==> src/rtl/cavlc_dec_pkg.sv <==
// rtl/cavlc_dec_pkg.sv - shared types, constants and helpers for the CAVLC level decoder
package cavlc_dec_pkg;

  typedef enum logic [1:0] {
    ST_IDLE,
    ST_T1,
    ST_LEVEL,
    ST_FLUSH
  } state_t;

  localparam int SUFFIX_ESC       = 12;
  localparam int PREFIX_ESC       = 15;
  localparam int PREFIX_14_SUFFIX = 4;
  localparam int SL_MAX           = 6;

  // |level| above this grows suffixLength; sl is always >= 1 here
  function automatic logic [16:0] level_thresh(input logic [2:0] sl);
    return 17'd3 << (sl - 3'd1);
  endfunction

endpackage

==> src/rtl/cavlc_lzc.sv <==
// rtl/cavlc_lzc.sv - leading-zero counter over 16 bits; 16 means the input is all zero
module cavlc_lzc (
  input  logic [15:0] i_bits,
  output logic [4:0]  o_count
);

  always_comb begin
    o_count = 5'd16;
    for (int i = 0; i < 16; i++) begin
      if (i_bits[i]) o_count = 5'(15 - i);
    end
  end

endmodule

==> src/rtl/cavlc_level_dec.sv <==
// rtl/cavlc_level_dec.sv - CAVLC level decoder: trailing-one signs, then prefix/suffix levels
module cavlc_level_dec
  import cavlc_dec_pkg::*;
#(
  parameter int RES_WIDTH = 16,
  parameter int WIN_WIDTH = 32
) (
  input  logic                 clk,
  input  logic                 rst_n,
  input  logic                 start,
  input  logic [4:0]           total_coeff,
  input  logic [1:0]           trailing_ones,
  input  logic [WIN_WIDTH-1:0] bits_win,
  input  logic                 bits_valid,
  output logic                 bits_used_en,
  output logic [4:0]           bits_used,
  output logic [RES_WIDTH-1:0] level_out,
  output logic [3:0]           level_idx,
  output logic                 level_valid,
  input  logic                 level_ready,
  output logic                 busy,
  output logic                 done,
  output logic                 err
);

  localparam int SAT_MAX_I = (RES_WIDTH >= 17) ? 65535 : (1 << (RES_WIDTH - 1)) - 1;
  localparam logic signed [16:0] SAT_MAX = 17'(SAT_MAX_I);
  localparam logic signed [16:0] SAT_MIN = 17'(-SAT_MAX_I - 1);

  state_t                r_state;
  logic [4:0]            r_cnt;
  logic [4:0]            r_total;
  logic [1:0]            r_t1;
  logic [2:0]            r_sl;

  logic [4:0]            w_prefix;
  logic                  w_adv;
  logic                  w_err;
  logic                  w_esc;
  logic                  w_first;
  logic [3:0]            w_suf_size;
  logic [11:0]           w_suf_raw;
  logic [11:0]           w_suffix;
  logic [16:0]           w_code;
  logic [16:0]           w_mag;
  logic signed [16:0]    w_level;
  logic signed [16:0]    w_clamped;
  logic [2:0]            w_sl_base;
  logic [2:0]            w_sl_next;
  logic [4:0]            w_cnt_inc;

  cavlc_lzc u_lzc (
    .i_bits  (bits_win[WIN_WIDTH-1 -: 16]),
    .o_count (w_prefix)
  );

  assign w_adv = (r_state == ST_T1 || r_state == ST_LEVEL) && bits_valid &&
                 (!level_valid || level_ready);
  assign w_err = (r_state == ST_LEVEL) && w_adv && (w_prefix > 5'(PREFIX_ESC));
  assign w_esc = (w_prefix == 5'(PREFIX_ESC));

  always_comb begin
    if (w_esc)                                     w_suf_size = 4'(SUFFIX_ESC);
    else if (w_prefix == 5'd14 && r_sl == 3'd0)    w_suf_size = 4'(PREFIX_14_SUFFIX);
    else                                           w_suf_size = {1'b0, r_sl};
  end

  // Suffix starts right after the prefix's terminating 1; right-align then trim to its size
  assign w_suf_raw = 12'(bits_win >> (WIN_WIDTH - 13 - int'(w_prefix)));
  assign w_suffix  = w_suf_raw >> (4'(SUFFIX_ESC) - w_suf_size);

  assign w_first   = (r_cnt == {3'b0, r_t1}) && (r_t1 != 2'd3);
  assign w_code    = (17'(w_prefix[3:0]) << r_sl) + 17'(w_suffix) +
                     ((w_esc && r_sl == 3'd0) ? 17'd15 : 17'd0) +
                     (w_first ? 17'd2 : 17'd0);
  assign w_mag     = (w_code + 17'd2 - {16'd0, w_code[0]}) >> 1;
  assign w_level   = w_code[0] ? -$signed(w_mag) : $signed(w_mag);

  always_comb begin
    if (w_level > SAT_MAX)      w_clamped = SAT_MAX;
    else if (w_level < SAT_MIN) w_clamped = SAT_MIN;
    else                        w_clamped = w_level;
  end

  assign w_sl_base = (r_sl == 3'd0) ? 3'd1 : r_sl;
  assign w_sl_next = (w_mag > level_thresh(w_sl_base) && w_sl_base < 3'(SL_MAX)) ?
                     w_sl_base + 3'd1 : w_sl_base;
  assign w_cnt_inc = r_cnt + 5'd1;

  assign bits_used_en = w_adv && !w_err;
  assign bits_used    = !bits_used_en        ? 5'd0 :
                        (r_state == ST_T1)   ? 5'd1 :
                        w_prefix + 5'd1 + {1'b0, w_suf_size};

  always_ff @(posedge clk or negedge rst_n) begin
    if (!rst_n) begin
      r_state     <= ST_IDLE;
      r_cnt       <= '0;
      r_total     <= '0;
      r_t1        <= '0;
      r_sl        <= '0;
      level_out   <= '0;
      level_idx   <= '0;
      level_valid <= 1'b0;
      busy        <= 1'b0;
      done        <= 1'b0;
      err         <= 1'b0;
    end else begin
      done <= 1'b0;
      err  <= 1'b0;
      if (level_valid && level_ready) level_valid <= 1'b0;
      case (r_state)
        ST_IDLE: begin
          if (start) begin
            r_cnt   <= '0;
            r_total <= total_coeff;
            r_t1    <= trailing_ones;
            r_sl    <= (total_coeff > 5'd10 && trailing_ones != 2'd3) ? 3'd1 : 3'd0;
            busy    <= 1'b1;
            if (total_coeff == 5'd0)        r_state <= ST_FLUSH;
            else if (trailing_ones != 2'd0) r_state <= ST_T1;
            else                            r_state <= ST_LEVEL;
          end
        end
        ST_T1: begin
          if (w_adv) begin
            level_out   <= bits_win[WIN_WIDTH-1] ? {RES_WIDTH{1'b1}} : RES_WIDTH'(1);
            level_idx   <= r_cnt[3:0];
            level_valid <= 1'b1;
            r_cnt       <= w_cnt_inc;
            if (w_cnt_inc == r_total)             r_state <= ST_FLUSH;
            else if (w_cnt_inc == {3'b0, r_t1})   r_state <= ST_LEVEL;
          end
        end
        ST_LEVEL: begin
          if (w_err) begin
            err     <= 1'b1;
            busy    <= 1'b0;
            r_state <= ST_IDLE;
          end else if (w_adv) begin
            level_out   <= RES_WIDTH'(w_clamped);
            level_idx   <= r_cnt[3:0];
            level_valid <= 1'b1;
            r_cnt       <= w_cnt_inc;
            r_sl        <= w_sl_next;
            if (w_cnt_inc == r_total) r_state <= ST_FLUSH;
          end
        end
        ST_FLUSH: begin
          // Wait for the final level to leave the output register
          if (!level_valid || level_ready) begin
            done    <= 1'b1;
            busy    <= 1'b0;
            r_state <= ST_IDLE;
          end
        end
        default: r_state <= ST_IDLE;
      endcase
    end
  end

endmodule

==> config.mk <==
export PLATFORM = sky130hd
export DESIGN_NAME = cavlc_level_dec
export DESIGN_NICKNAME = d
export VERILOG_FILES = /design/src/rtl/cavlc_dec_pkg.sv /design/src/rtl/cavlc_lzc.sv /design/src/rtl/cavlc_level_dec.sv
export SDC_FILE = /design/constraint.sdc
export NUM_CORES = 1
export LEC_CHECK = 0
export CAP_MARGIN = 20
export CORE_UTILIZATION = 35
export DETAILED_ROUTE_END_ITERATION = 12
export GPL_ROUTABILITY_DRIVEN = 0
export PLACE_DENSITY_LB_ADDON = 0.15
export SLEW_MARGIN = 0
export SYNTH_ARGS = -nofsm -noshare
export SYNTH_HDL_FRONTEND = slang
export SYNTH_SLANG_ARGS = --single-unit
==> constraint.sdc <==
create_clock -name clk -period 13 [get_ports clk]
set_input_delay 1.95 -clock clk [delete_from_list [all_inputs] [get_ports clk]]
set_output_delay 1.95 -clock clk [all_outputs]
set_load 0.05 [all_outputs]
==> qor.csv <==
stage;metric;value;unit
yosys;ys_warn_count;0;
yosys;synthCells;869;
outcome;status;complete, no violations;
sta;period_share;92.2;%
sta;fin_setup_tns;0;ns
setup_path;cp_data_required_time;13.20;ns
yosys;synthesis.area;6840;um2
final_layout;final_cell_mix;nor2_1, mux2i_1, clkdlybuf4s50_1;
die;ioPinCount;74;
yosys;synth_edf_count;0;
final_layout;final_common_cell;nor2_1;
yosys;async_flop_share;100;%
final_layout;areaGrowthSynthToFinish;16.4;%
grt;antenna_found_initial;0;
min_path;hold_start;level_idx[1];
detailed_routing;dr.pass1.iters;5;
yosys;seq_area_frac_synth;15.0;%
detailed_routing;via_per_inst;5.65;
setup_path;cp_max_fo;14;
detailed_routing;dr_total_vias;6640;
clocking;cts-root-buf;clkbuf_16;
setup_path;cpMostUsedCell;nand2_1;
setup_path;rr_endpoint;r_sl[0];
yosys;syn_avg_cell_area;7.88;um2
grt;grt_first_pass_wirelength;34.0;mm
setup_path;ff2ff_setup_slack;4.21;ns
sta;slew_headroom;36.4;%
setup_path;r2r_start;r_sl[0];
clocking;cts_setup_buffers;0;
clocking;cts_tree;done;
die;core;19000;um2
detailed_routing;wl;20.1;mm
clocking;path_clk_slew;0.06;ns
die;chipHeight;142;um
setup_path;critical-path-top-delay-family;simple AND/OR/NAND/NOR gates;
grt;grt_max_degree;42;
yosys;synth_top_cell_by_area;dfrtp_1;
final_layout;diodes;0;
grt;grt_usage;20.8;%
yosys;ys.flop_type;dfrtp_1;
final_layout;drive_gt1_share;7.64;%
clocking;clock_path_buffers;2;
min_path;hold_depth;2;
detailed_routing;wl_per_cell;17.1;um
sta;finalHoldViolCount;0;
sta;drv_slew;0;
setup_path;start_kind;primary input;
yosys;ys_types;80;
clocking;hold_buffers;0;
setup_path;endpoint_kind;flop;
placement;io_buffers;73;
die;die_width;142;um
run;drv_cap;0;
grt;grt-ovfl-total;0;
min_path;holdCritPathClass;reg2reg;
sta;fmax;83.4;MHz
setup_path;crit_path_top_delay_cell;clkdlybuf4s50_1;
setup_path;crit_buf_inv;6;
placement;place.detailed.hpwl;16.2;mm
min_path;holdPathEnd;level_idx[1];
yosys;ys_ff_latch;41;
sta;finalSetupViolCount;0;
clocking;htreeDepth;2;
final_layout;layout.nets;1020;
die;rows;50;
setup_path;arrival;12.19;ns
yosys;synth_top_area_share;15.0;%
yosys;synthTopCellsByArea;dfrtp_1, mux2i_1, ha_1, nor2_1, a21oi_1;
sta;min_period;11.98;ns
die;initial_utilization;36.1;%
clocking;clock_latency;0.29;ns
detailed_routing;detail-route-antenna-nets;0;
setup_path;reg2reg_depth;33;
sta;rsz0062_at_grt;no;
grt;grt_pass1_vias;6530;
detailed_routing;drc;0;
yosys;syn_nets;973;
detailed_routing;drt_iter0_drc;459;
setup_path;cpPeakStageDelay;0.57;ns
setup_path;worstSetupPathType;in2reg;
sta;finClkSkew;0.00754;ns
sta;tightest_slew;0.944;ns
die;fp.dieArea;20100;um2
clocking;cts_buffers;5;
clocking;cts_sinks;41;
==> synthesized netlist by cell type, drive strengths merged (27+ instances only) <==
cell type,instances
nor3,31
mux2i,75
a21oi,52
nand2,65
inv,51
o21ai,46
xnor2,28
dfrtp,41
ha,54
clkbuf,31
nand3,27
nor2,82
==> timing repair <==
item / CTS / global route
hold endpoints to repair: 0 / 0
setup endpoints to repair: 0 / 1
resized for setup: 0 / 1
==> area by class of cell <==
class	count	area, um2
clock buffer	6	139
clock inverter	1	7.51
fill	1989	11000
inverter	53	199
multi-input combinational	732	5460
sequential	41	1030
tap	260	325
timing repair buffer	83	813
==> cell families after synthesis <==
| family | Yosys count | share of synthesized area, % |
|---|---|---|
| flip-flops | 41 | 15.0 |
| AND/OR/NAND/NOR | 296 | 21.6 |
| XOR/XNOR | 47 | 6.01 |
| multiplexers | 102 | 17.1 |
| buffers and inverters | 96 | 5.48 |
| adder cells (fa/ha/maj) | 60 | 11.6 |
| AO/OA/AOI/OAI | 227 | 23.2 |
==> routing by layer <==
| metal | wire length [um] | global-route usage [%] |
|---|---|---|
| met2 | 9410 | 34.7 |
| met1 | 9880 | 29.4 |
| met4 | 159 | 2.66 |
| met5 | 0 | 0 |
| met3 | 697 | 2.13 |
==> worst min-delay path, stage by stage (launching register included) <==
cell and delay (ns):
dfrtp_1 0.35, nand2_1 0.05, o21ai_0 0.06
==> registers in the layout, indices dropped and copies added (netlist names) <==
| signal | count |
|---|---|
| level_out | 16 |
| r_cnt | 5 |
| r_total | 5 |
| level_idx | 4 |
| r_sl | 3 |
| r_state | 2 |
| r_t1 | 2 |
| busy | 1 |
| done | 1 |
| err | 1 |
| level_valid | 1 |
==> metrics by stage <==
| step | cells | cell area [um2] | hold WS [ns] | setup WS, ns | utilization, % |
|---|---|---|---|---|---|
| after floorplan | 869 | 6840 | 0.500 | 2.18 | - |
| after global placement | 1169 | 7820 | 0.482 | 0.768 | 41.3 |
| after detailed placement | 1169 | 7820 | 0.493 | 0.799 | 41.3 |
| after CTS | 1176 | 7970 | 0.510 | 1.08 | 42.0 |
| after global routing | 1176 | 7970 | 0.528 | 0.0536 | 42.0 |
| final | 1176 | 7970 | 0.501 | 1.02 | 42.0 |
==> worst max path at each step <==
stage,depth (start not counted),from,slack [ns],to
after global routing,41,bits_win[31],0.05,r_sl[0]
after floorplan,41,bits_win[17],2.18,level_out[1]
after global placement,35,bits_win[16],0.77,level_out[1]
after detailed placement,38,bits_win[31],0.80,r_sl[0]
after CTS,38,bits_win[31],1.08,r_sl[0]
final,41,bits_win[31],1.02,r_sl[0]
Power is not shown: default switching activity piles up to over one toggle a cycle in this logic, so the estimate is an artifact.
